--- config.mk ---
export PLATFORM = sky130hd
export DESIGN_NAME = fpu_issue_arbiter
export DESIGN_NICKNAME = d
export VERILOG_FILES = /design/src/rtl/fpu_pkg.sv /design/src/rtl/fpu_rsp_fifo.sv /design/src/rtl/fpu_issue_arbiter.sv
export SDC_FILE = /design/constraint.sdc
export NUM_CORES = 1
export LEC_CHECK = 0
export BUFFER_PORTS_ARGS = -buffer_cell sky130_fd_sc_hd__buf_4
export CAP_MARGIN = 0
export CORE_AREA = 2 2 184 186
export CTS_CLUSTER_DIAMETER = 60
export DETAILED_ROUTE_END_ITERATION = 7
export DIE_AREA = 0 0 186 188
export HOLD_SLACK_MARGIN = 0.12
export PLACE_DENSITY_LB_ADDON = 0.05
export SYNTH_ARGS = -nofsm -noshare
export SYNTH_HDL_FRONTEND = slang
export SYNTH_SLANG_ARGS = --single-unit
--- constraint.sdc ---
create_clock -name clk -period 5.35 [get_ports clk]
set_input_delay 1.07 -clock clk [delete_from_list [all_inputs] [get_ports clk]]
set_output_delay 1.07 -clock clk [all_outputs]
set_load 0.01 [all_outputs]
--- src/rtl/fpu_pkg.sv ---
// Shared FP issue definitions: opcodes, canonical NaN and arbiter state encoding.
package fpu_pkg;

  localparam logic        OP_ADD = 1'b0;
  localparam logic        OP_MUL = 1'b1;
  localparam logic [31:0] QNAN   = 32'h7FC0_0000;

  typedef enum logic [1:0] {
    StIdle,
    StBusy,
    StSwitch
  } arb_state_e;

endpackage

--- src/rtl/fpu_rsp_fifo.sv ---
// Synchronous response FIFO; head data reads as zero while empty.
module fpu_rsp_fifo #(
  parameter int unsigned Width = 8,
  parameter int unsigned Depth = 4
) (
  input  logic                   clk,
  input  logic                   rst,
  input  logic                   push_i,
  input  logic [Width-1:0]       wdata_i,
  input  logic                   pop_i,
  output logic [Width-1:0]       rdata_o,
  output logic                   valid_o,
  output logic [$clog2(Depth):0] count_o
);

  localparam int unsigned PtrW = $clog2(Depth);

  logic [Width-1:0]       mem_q [Depth];
  logic [PtrW-1:0]        wr_ptr_q, rd_ptr_q;
  logic [$clog2(Depth):0] cnt_q, cnt_d;
  logic                   pop_ok;

  assign pop_ok  = pop_i & (cnt_q != '0);
  assign valid_o = (cnt_q != '0);
  assign count_o = cnt_q;
  assign rdata_o = valid_o ? mem_q[rd_ptr_q] : '0;

  always_comb begin
    cnt_d = cnt_q;
    if (push_i && !pop_ok) begin
      cnt_d = cnt_q + 1'b1;
    end else if (!push_i && pop_ok) begin
      cnt_d = cnt_q - 1'b1;
    end
  end

  always_ff @(posedge clk or posedge rst) begin
    if (rst) begin
      wr_ptr_q <= '0;
      rd_ptr_q <= '0;
      cnt_q    <= '0;
    end else begin
      if (push_i) wr_ptr_q <= wr_ptr_q + 1'b1;
      if (pop_ok) rd_ptr_q <= rd_ptr_q + 1'b1;
      cnt_q <= cnt_d;
    end
  end

  always_ff @(posedge clk) begin
    if (push_i) mem_q[wr_ptr_q] <= wdata_i;
  end

endmodule

--- src/rtl/fpu_issue_arbiter.sv ---
// Round-robin issue of requester FP ops onto one shared ALU with in-order tagged responses.
module fpu_issue_arbiter
  import fpu_pkg::*;
#(
  parameter int unsigned NUM_REQ   = 4,
  parameter int unsigned TAG_W     = 4,
  parameter int unsigned RSP_DEPTH = 4
) (
  input  logic                       clk,
  input  logic                       rst,
  input  logic [NUM_REQ-1:0]         req_vld_i,
  output logic [NUM_REQ-1:0]         req_rdy_o,
  input  logic [NUM_REQ*32-1:0]      req_a_i,
  input  logic [NUM_REQ*32-1:0]      req_b_i,
  input  logic [NUM_REQ-1:0]         req_op_i,
  input  logic [NUM_REQ*TAG_W-1:0]   req_tag_i,
  output logic                       alu_vld_o,
  output logic [31:0]                alu_a_o,
  output logic [31:0]                alu_b_o,
  output logic                       alu_op_o,
  input  logic [31:0]                alu_res_i,
  input  logic                       alu_res_vld_i,
  input  logic                       alu_ovf_i,
  output logic                       rsp_vld_o,
  input  logic                       rsp_rdy_i,
  output logic [$clog2(NUM_REQ)-1:0] rsp_id_o,
  output logic [TAG_W-1:0]           rsp_tag_o,
  output logic [31:0]                rsp_res_o,
  output logic                       rsp_ovf_o
);

  localparam int unsigned IdW  = $clog2(NUM_REQ);
  localparam int unsigned EntW = IdW + TAG_W + 33;

  arb_state_e             state_q, state_d;
  logic [IdW-1:0]         ptr_q, ptr_d, cand, id_q;
  logic [TAG_W-1:0]       tag_q;
  logic [31:0]            alu_a_q, alu_b_q;
  logic                   alu_op_q;
  logic                   err_q;
  logic                   found, credit_ok, op_ok, grant, inflight, push, pop;
  logic [$clog2(RSP_DEPTH):0] fifo_cnt;
  logic [EntW-1:0]        fifo_rdata;

  // The ALU is busy exactly in the cycle after a grant.
  assign inflight = (state_q == StBusy);

  always_comb begin
    found = 1'b0;
    cand  = '0;
    for (int unsigned k = 0; k < NUM_REQ; k++) begin
      if (!found && req_vld_i[(32'(ptr_q) + k) % NUM_REQ]) begin
        found = 1'b1;
        cand  = IdW'((32'(ptr_q) + k) % NUM_REQ);
      end
    end
  end

  // The in-flight result lands in the FIFO this cycle, so it already consumes a slot.
  assign credit_ok = (32'(fifo_cnt) + 32'(inflight)) < RSP_DEPTH;
  // The ALU output mux follows alu_op, which must stay put while a result is captured.
  assign op_ok     = !inflight || (req_op_i[cand] == alu_op_q);
  assign grant     = !rst && found && credit_ok && op_ok && (state_q != StSwitch);

  always_comb begin
    req_rdy_o = '0;
    if (grant) req_rdy_o[cand] = 1'b1;
  end

  always_comb begin
    state_d = state_q;
    ptr_d   = ptr_q;
    if (grant) ptr_d = (cand == IdW'(NUM_REQ - 1)) ? '0 : cand + 1'b1;
    unique case (state_q)
      StIdle:   if (grant) state_d = StBusy;
      StBusy: begin
        if (grant)               state_d = StBusy;
        else if (found && !op_ok) state_d = StSwitch;
        else                     state_d = StIdle;
      end
      StSwitch: state_d = StIdle;
      default:  state_d = StIdle;
    endcase
  end

  always_ff @(posedge clk or posedge rst) begin
    if (rst) begin
      state_q  <= StIdle;
      ptr_q    <= '0;
      alu_a_q  <= '0;
      alu_b_q  <= '0;
      alu_op_q <= OP_ADD;
      id_q     <= '0;
      tag_q    <= '0;
      err_q    <= 1'b0;
    end else begin
      state_q <= state_d;
      ptr_q   <= ptr_d;
      if (grant) begin
        alu_a_q  <= req_a_i[32*cand +: 32];
        alu_b_q  <= req_b_i[32*cand +: 32];
        alu_op_q <= req_op_i[cand];
        id_q     <= cand;
        tag_q    <= req_tag_i[TAG_W*cand +: TAG_W];
      end
      // Sticky: ALU failed to return a result in its slot.
      err_q <= err_q | (inflight & ~alu_res_vld_i);
    end
  end

  assign alu_vld_o = inflight;
  assign alu_a_o   = alu_a_q;
  assign alu_b_o   = alu_b_q;
  assign alu_op_o  = alu_op_q;

  assign push = inflight && alu_res_vld_i;
  assign pop  = rsp_vld_o && rsp_rdy_i;

  fpu_rsp_fifo #(
    .Width (EntW),
    .Depth (RSP_DEPTH)
  ) u_rsp_fifo (
    .clk     (clk),
    .rst     (rst),
    .push_i  (push),
    .wdata_i ({id_q, tag_q, alu_res_i, alu_ovf_i}),
    .pop_i   (pop),
    .rdata_o (fifo_rdata),
    .valid_o (rsp_vld_o),
    .count_o (fifo_cnt)
  );

  assign {rsp_id_o, rsp_tag_o, rsp_res_o, rsp_ovf_o} = fifo_rdata;

endmodule

## Word level (Yosys, flattened, before mapping)

Memory sizes are Yosys's and may differ from the RTL's.
Cells that the tools add are included.

- Register bits: 82
- Bits in writable memories: 156
- Output and inout port bits: 110
- Word-level logic and storage cells: 92
- Memories kept: 1

- Add/sub/neg operators: 9
- $lt $le $gt $ge: 7
- Eq/ne operators: 5
- Shifts and indexed selects: 3
- Mux-type cells: 31
- Bitwise gates (word level): 1
- Reductions and logical operators: 25

Memories:

| name | words | bits a word | read ports | clocked after Yosys merged registers in | wr ports | line | RTL |
|---|---|---|---|---|---|---|---|
| u_rsp_fifo.mem_q | 4 | 39 | 1 | 0 | 1 | fpu_rsp_fifo.sv:18 | `logic [Width-1:0] mem_q [Depth];` |

Operators with widths:

| cell | number |
|---|---|
| $shiftx A128 B8 Y32 | 2 |
| $mux W39 | 1 |
| $mux W2 | 8 |
| $shiftx A16 B5 Y4 | 1 |
| $lt A2 B3 Y1 const B | 5 |
| $logic_and A1 B1 Y1 | 13 |
| $mux W1 | 12 |
| $bmux W1 S2 | 5 |
| $add A2 B1 Y2 const B | 4 |
| $logic_not A1 Y1 | 8 |
| $mux W3 | 2 |
| $add A2 B2 Y2 const B | 2 |
| $add A3 B1 Y4 | 1 |
| $lt A4 B3 Y1 const B | 1 |
| $mux W4 | 1 |
| $ne A2 B2 Y1 const B | 2 |
| $pmux W2 S2 | 1 |
| $add A3 B1 Y3 const B | 1 |
| $reduce_bool A3 Y1 | 1 |
| $sub A3 B1 Y3 const B | 1 |
| $demux W1 S2 | 1 |
| $eq A2 B1 Y1 const B | 1 |
| $eq A2 B2 Y1 const B | 1 |
| $ge A2 B1 Y1 const B | 1 |
| other kinds (5) | 5 |

## Logic depth before layout (Yosys ltp)

Gate-level depths: netlist (run 1).

- Depth after elaboration: 21
- Mapped depth: 10
- Mapped depth without buffers: 10

## By module

From an unflattened synthesis (run 1), not the netlist that was laid out.

- Cells, all modules: 936
- Area total of the unflattened synthesis: 11601.1 um^2

Modules (own cells, without submodules):

| module | times used | cells each | area each (um^2) | sequential area each (um^2) |
|---|---|---|---|---|
| fpu_rsp_fifo | 1 | 282 | 6329.8 | 4859.7 |
| fpu_issue_arbiter | 1 | 654 | 5271.3 | 1876.8 |

## Least setup slack after synthesis (run 1)

Ideal clock, no wire load.

- Kind: in2out
- From: input port req_vld_i[2]
- To: output port req_rdy_o[0]
- Arrival time: 3.111 ns
- Path slack: 1.169 ns
- Stages on the path: 10
- Path buffers: 2
- Path through: nand2b_1 -> a21oi_1 -> or3_4 -> inv_2 -> mux2i_1 -> mux2_2 -> nor4_4 -> buf_4 -> buf_6 -> and2_1

- Longest elaborated chain between the ends: 19

Ends and longest elaborated chain:

| item | line | RTL |
|---|---|---|
| start, declared | fpu_issue_arbiter.sv:11 | `input logic [NUM_REQ-1:0] req_vld_i,` |
| branches (longest 18 deep; another with $bmux W1 S2) | n/a |  |
| $mux W4 (*) | fpu_issue_arbiter.sv:67 | `if (grant) req_rdy_o[cand] = 1'b1;` |
| end, declared | fpu_issue_arbiter.sv:12 | `output logic [NUM_REQ-1:0] req_rdy_o,` |

Mark *: on every way between the ends. The select of a mux whose other input is x is not followed.

## Worst setup path after layout (run 1)

- From: input port req_vld_i[2]
- To: output port req_rdy_o[2]

The elaborated chain is that of the path after synthesis.

==> results of run 1 <==
==> area by class of cell <==
type	instances	area share, %
inverter	9	0.2354
tap	448	3.515
timing repair buffer	444	20.90
antenna	3	0.04708
clock buffer	40	4.935
sequential	238	42.26
clock inverter	14	0.9023
multi-input combinational	626	27.20
==> logic make-up after synthesis <==
logic type	Yosys count	share of synthesized area [%]
flip-flops	238	59.14
adder cells (fa/ha/maj)	10	1.164
AND/OR/NAND/NOR	414	16.60
buffers and inverters	76	2.834
XOR/XNOR	7	0.5382
AO/OA/AOI/OAI	76	4.174
multiplexers	119	15.55
==> synthesized netlist by cell type <==
library cell  number  area, um^2
a31oi_1           68       425.4
nand2_1          279        1047
nor4_1             1       6.260
nand3_1            2       10.01
nor2_1             7       26.28
and2_1            43       269.0
o32ai_1            1       8.760
mux2_1            35       394.1
o22a_1             1       8.760
nor4_4             1       21.27
nor3_1             1       5.000
clkbuf_1          54       202.7
xnor2_1            4       35.03
ha_1               9       112.6
buf_1              5       18.77
or3_4              1       11.26
a21oi_1            3       15.01
and3_1            73       456.7
xor2_1             3       26.28
fa_1               1       20.02
inv_1              7       26.28
inv_2              2       7.510
edfxtp_1         156        4684
nand2b_1           3       18.77
mux4_2            39       878.3
mux2i_1            6       60.06
buf_4              1       7.510
dfrtp_1           82        2052
mux2_2            39       439.2
buf_6              4       45.04
o21a_1             1       7.510
buf_2              3       15.01
o21ai_0            2       10.01
or3_1              3       18.77
==> flip-flops by register name (all words and copies together) (netlist names), 2 cells and up <==
signal / flops
u_rsp_fifo.wr_ptr_q: 2
alu_b_o: 32
ptr_q: 2
state_q: 2
id_q: 2
u_rsp_fifo.mem_q: 156
alu_a_o: 32
u_rsp_fifo.count_o: 3
tag_q: 4
u_rsp_fifo.rd_ptr_q: 2
==> power breakdown <==
| group | switching (mW) | internal [mW] |
|---|---|---|
| clock | 0.759 | 1.13 |
| sequential | 0.355 | 2.43 |
| combinational | 1.76 | 1.83 |
==> through the flow <==
stage	util (%)	power [mW]	cell area, um^2	instances	hold slack [ns]
6_report	48.16	8.267	15950	1822	0.4859
5_1_grt	48.16	8.818	15950	1822	0.5106
4_1_cts	48.14	8.417	15940	1819	0.4881
3_5_place_dp	45.32	6.490	15010	1765	0.4762
3_3_place_gp	45.32	6.474	15010	1765	0.4697
2_1_floorplan	-	4.874	11390	940	0.4489
==> worst max-delay path, delay by kind of cell <==
kind | cells | cell delay (ns)
buffers and inverters | 3 | 0.33
AND/OR/NAND/NOR | 4 | 1.22
multiplexers | 3 | 0.77
==> cell usage in the layout (no fill, tap or decap), drive strengths merged <==
| master | n |
|---|---|
| buf | 444 |
| nand2 | 279 |
| edfxtp | 156 |
| dfrtp | 82 |
| mux2 | 74 |
| and3 | 73 |
| a31oi | 68 |
| and2 | 43 |
| clkbuf | 40 |
| mux4 | 39 |
| inv | 12 |
| ha | 9 |
| nor2 | 7 |
| clkinv | 7 |
| mux2i | 6 |
| xnor2 | 4 |
| or3 | 4 |
| diode | 3 |
| a21oi | 3 |
| nand2b | 3 |
| xor2 | 3 |
| nand3 | 2 |
| o21ai | 2 |
| bufinv | 2 |
| clkinvlp | 2 |
| nor4 | 2 |
| o21a | 1 |
| o22a | 1 |
| nor3 | 1 |
| o32ai | 1 |
| fa | 1 |
==> worst paths after layout <==
check                                          to                   start
max in group asynchronous  alu_b_o[4]$_DFFE_PP0P_                     rst
min in group asynchronous    alu_op_o$_DFFE_PP0P_                     rst
hold reg to reg            state_q[0]$_DFFE_PP0P_  state_q[0]$_DFFE_PP0P_
setup / recovery                     req_rdy_o[2]            req_vld_i[2]
hold / removal             state_q[0]$_DFFE_PP0P_  state_q[0]$_DFFE_PP0P_
setup reg to reg           alu_a_o[7]$_DFFE_PP0P_    ptr_q[1]$_DFFE_PP0P_
==> routing by layer <==
metal  part of all wire (%)  track usage [%]
met4                    2.0            5.148
met1                     38            23.42
met3                    7.1            5.516
met2                     53            36.85
met5                      0                0
==> impl_results.rst, run 1 <==
.. list-table::
   :header-rows: 1

   * - Metric
     - Value
   * - Number of clock sinks
     - 238
   * - Run status
     - finished clean
   * - Class of the tightest hold or removal check
     - flop to flop
   * - Final Worst Setup Slack
     - just under 0.9 ns
   * - Via Count
     - a little under 9000
   * - Leakage power
     - 6.896 nW
   * - Gates resized, CTS repair
     - 0
   * - Dpl hpwl
     - around 26000 um
   * - Die extent in y
     - 188 um
   * - Multi-input gate area
     - around 4300 um^2
   * - Peak clock frequency supported by timing
     - between 200 and 250 MHz
   * - Post-Syn Area per Cell
     - roughly 12 um^2
   * - Post-route DRC violation count
     - 0
   * - Post-synthesis cell area
     - between 10000 and 15000 um^2
   * - Number of endpoints failing setup at the final stage
     - 0
   * - Floorplan die area
     - 34970 um^2
   * - # fillers
     - ~3100
   * - Pwr/cell area
     - ~520 nW/um^2
   * - Register Area
     - 6739 um^2
   * - Transition time at the pin with the least slew margin
     - ~1 ns
   * - Drt total wl
     - ~36000 um
   * - Number of max-slew violations in the final report
     - 0
   * - Count of max-cap constraint violations
     - 0
   * - Kind of end point of the critical path
     - output pin
   * - Top fanout value on the critical path
     - 8
   * - Effective utilization at floorplan
     - 34.40%
   * - Register bit total from synthesis
     - ~240
   * - Number of global-route vias before repair
     - 9204
   * - Number of violations reported at the end of detailed-routing iteration 0
     - 430
   * - Setup slack of the worst register-to-register path
     - 1.70 ns
   * - Type of element launching the critical path
     - primary input
   * - Synthesis warning total
     - 0
   * - Deepest level of the CTS H-tree
     - 1
   * - Via count normalized by instance count
     - roughly 4.8
   * - Count of nets left with antenna violations after detail routing
     - 0
   * - Area inside the core boundary
     - roughly 33000 um^2
   * - Share of cells above drive strength 1
     - between 40% and 50%
   * - DR WL/cell
     - 19.74 um
   * - Crit path required time
     - 4.28 ns
   * - Inserted Clock Buffers
     - 29
   * - Clock-pin slew on the worst setup and hold paths
     - approximately 0.05 ns
   * - First-pass GRT wire length
     - 54310 um
   * - Fraction of the yosys area taken by sequential cells
     - ~59%
   * - Critical path class
     - primary input to output pin
   * - DR pass1 iterations
     - 6
   * - Worst path cell trace
     - buf_4 -> mux2i_1 -> nor2_1 -> or3_4 -> inv_4 -> mux2i_1 -> mux2_2 -> nor4_4 -> and2_1 -> buf_4
   * - Clock tree from TritonCTS
     - yes
   * - Gr ovfl total
     - 0
   * - Cell type of the slowest stage on the worst timing path
     - nor4_4
   * - Antenna violations before repair
     - 3
   * - Setup total negative slack
     - 0 ns
   * - Hold violation total from the final report
     - 0
   * - Setup repair after global routing missed its margin
     - no
   * - Final period utilization
     - 83.57%
   * - Minimum period implied by the final worst setup slack
     - approximately 4.5 ns
   * - Pin count of the biggest net entering global routing
     - 80
   * - Buffers added on ports
     - around 430
   * - Global-route usage over all layers
     - between 20% and 30%
   * - Slowest cell delay on critical path
     - 0.57 ns
   * - Cell variety after synth
     - 34
   * - Clock tree buffer depth
     - 3
   * - Routability cong.
     - around 0.84
   * - Worst Hold Path Cells
     - 1
   * - Die X
     - ~190 um
   * - Worst-Skew Late Latency
     - approximately 0.54 ns
   * - Total Nets Final
     - approximately 1700
   * - IO Pins
     - around 430
   * - Post CTS Setup Buffer Count
     - 0
   * - Library cell used as clock root buffer
     - clkbuf_16
   * - Post-route clock skew
     - around 0.013 ns
   * - Arrival time of the worst setup path
     - roughly 3.4 ns
   * - Cells after synthesis
     - 940
   * - Max-Slew Margin vs Limit
     - a little under a third
   * - Synthesis-to-finish area growth
     - 39.99%
   * - Post-Place Worst Slack
     - roughly 0.85 ns
   * - Site row count
     - 67
   * - Path depth of the worst reg2reg path
     - 9
   * - Net count after synthesis
     - roughly 1300
   * - Hold-fix buffer count after cts
     - 0
   * - Worst ir drop on vdd
     - roughly 0.00024 V
Power figures use the tool's default switching activity.
==> run 2: changes to the inputs <==
- clock period: 5.35 -> 4 ns (I/O delays scaled with it)
==> impl_results.rst, run 2 (synthesis results as in run 1) <==
.. list-table::
   :header-rows: 1

   * - Metric
     - Value
   * - Post-layout power
     - ~11 mW
   * - Worst-Skew Late Latency
     - around 0.53 ns
   * - First-pass GRT wire length
     - ~54000 um
   * - Deepest level of the CTS H-tree
     - 1
   * - Critical path class
     - flop to output pin
   * - Final period utilization
     - 95.09%
   * - Number of clock sinks
     - ~240
   * - Pwr/cell area
     - approximately 700 nW/um^2
   * - Via count normalized by instance count
     - between 4 and 5
   * - Multi-input gate area
     - about 4300 um^2
   * - Max-Slew Margin vs Limit
     - 37.99%
   * - Transition time at the pin with the least slew margin
     - between 0.9 and 1 ns
   * - Global-route usage over all layers
     - about 20%
   * - Share of cells above drive strength 1
     - between 40% and 50%
   * - Synthesis-to-finish area growth
     - 40.95%
   * - Post-Place Worst Slack
     - 0.1298 ns
   * - Die extent in y
     - 188 um
   * - Leakage power
     - between 6 and 7 nW
   * - Crit path required time
     - 3.20 ns
   * - Total Nets Final
     - around 1700
   * - Dpl hpwl
     - 25610 um
   * - Site row count
     - 67
   * - Run status
     - finished clean
   * - Via Count
     - around 8800
   * - Pin count of the biggest net entering global routing
     - 141
   * - Inserted Clock Buffers
     - 28
   * - Largest register FFs
     - around 160
   * - Count of max-cap constraint violations
     - 0
   * - Largest register by flop count
     - u_rsp_fifo.mem_q
   * - Number of endpoints failing setup at the final stage
     - 0
   * - Routability cong.
     - around 0.86
   * - Minimum period implied by the final worst setup slack
     - around 3.8 ns
   * - Library cell used as clock root buffer
     - clkbuf_16
   * - Clock tree buffer depth
     - 3
   * - Hold violation total from the final report
     - 0
   * - Register Area
     - between 6000 and 7000 um^2
   * - Type of element launching the critical path
     - flop
   * - Count of nets left with antenna violations after detail routing
     - 0
   * - Final Worst Setup Slack
     - approximately 0.20 ns
   * - Clock-pin slew on the worst setup and hold paths
     - about 0.06 ns
   * - Most frequent cells in the layout
     - buf_4 (442), nand2_1 (279), edfxtp_1 (156)
   * - Class of the tightest hold or removal check
     - primary input to asynchronous set/reset pin
   * - Post-route clock skew
     - 0.01346 ns
   * - Buffers added on ports
     - around 430
   * - Area inside the core boundary
     - between 30000 and 40000 um^2
   * - Worst hold slack
     - between 0.4 and 0.5 ns
   * - Antenna violations before repair
     - 5
   * - Most common cell after layout, fill and taps aside
     - buf_4
   * - Clock tree from TritonCTS
     - yes
   * - IO Pins
     - about 430
   * - Effective utilization at floorplan
     - between 30% and 40%
   * - Kind of end point of the critical path
     - output pin
   * - Setup total negative slack
     - 0 ns
   * - DR pass1 iterations
     - 4
   * - Post-route DRC violation count
     - 0
   * - Gr ovfl total
     - 0
   * - Worst ir drop on vdd
     - approximately 0.00036 V
   * - Arrival time of the worst setup path
     - ~3 ns
   * - Die X
     - ~190 um
   * - Floorplan die area
     - 34970 um^2
   * - Top fanout value on the critical path
     - 6
   * - Number of max-slew violations in the final report
     - 0
   * - Drt total wl
     - 35740 um
   * - Number of global-route vias before repair
     - between 9000 and 10000
   * - Setup repair after global routing missed its margin
     - no
   * - Peak clock frequency supported by timing
     - 262.9 MHz
   * - # fillers
     - around 3100
   * - Number of violations reported at the end of detailed-routing iteration 0
     - between 400 and 500
   * - DR WL/cell
     - about 20 um
-- run 2: final timing paths --
kind	endpoint	cells past startpoint	slack, ns	start
max reg2reg	alu_b_o[5]$_DFFE_PP0P_	10	0.86	ptr_q[1]$_DFFE_PP0P_
max	req_rdy_o[2]	10	0.20	ptr_q[1]$_DFFE_PP0P_
max in group asynchronous	alu_b_o[0]$_DFFE_PP0P_	3	2.74	rst
min reg2reg	alu_a_o[10]$_DFFE_PP0P_	1	0.49	alu_a_o[10]$_DFFE_PP0P_
min	alu_b_o[28]$_DFFE_PP0P_	2	0.46	rst
min in group clk	u_rsp_fifo.mem_q[0][4]$_DFFE_PP_	1	0.47	alu_res_i[3]
-- run 2: timing repair --
| item | in CTS | in global routing |
|---|---|---|
| hold buffers | 0 | 0 |
| buffers inserted | 0 | 0 |
| setup endpoints to repair | 4 | 4 |
| gates cloned | 0 | 0 |
| pin swaps | 1 | 1 |
| resized for setup | 1 | 1 |
-- run 2: power breakdown --
part / switching, mW / total [mW] / internal, mW
registers: 0.366 / 3.62 / 3.25
logic: 2.48 / 4.96 / 2.47
clock network: 1.00 / 2.67 / 1.67
-- run 2: per-stage QoR --
stage	utilization (%)	instance area (um^2)	cells
after global placement	45.46	15050	1766
after floorplan	-	11390	940
after CTS	48.44	16040	1818
after global routing	48.49	16060	1823
final	48.49	16060	1823
after detailed placement	45.46	15050	1766
-- run 2: metal layers --
| layer | global-route usage, % | wire (um) |
|---|---|---|
| met1 | 23.77 | 13640 |
| met2 | 35.17 | 18410 |
| met3 | 5.516 | 2628 |
| met4 | 7.238 | 1056 |
| met5 | 0 | 0 |
-- run 2: final cells by class --
type / instances / share of cell area (%)
diodes: 5 / 0.07793
clock buffers: 36 / 4.746
clock inverters: 16 / 1.387
inverters: 9 / 0.2338
multi-input cells: 626 / 27.04
flip-flops and latches: 238 / 41.98
well taps: 448 / 3.491
repair buffers: 445 / 21.04
-- run 2: worst max-delay path: stages, from the launching register on --
cell and delay (ns):
dfrtp_2 0.42, mux2i_1 0.20, nor2_1 0.06, or3_4 0.37
inv_4 0.10, mux2i_2 0.23, mux2_2 0.39, nor4_4 0.22
buf_4 0.20, and2_1 0.15, buf_4 0.12
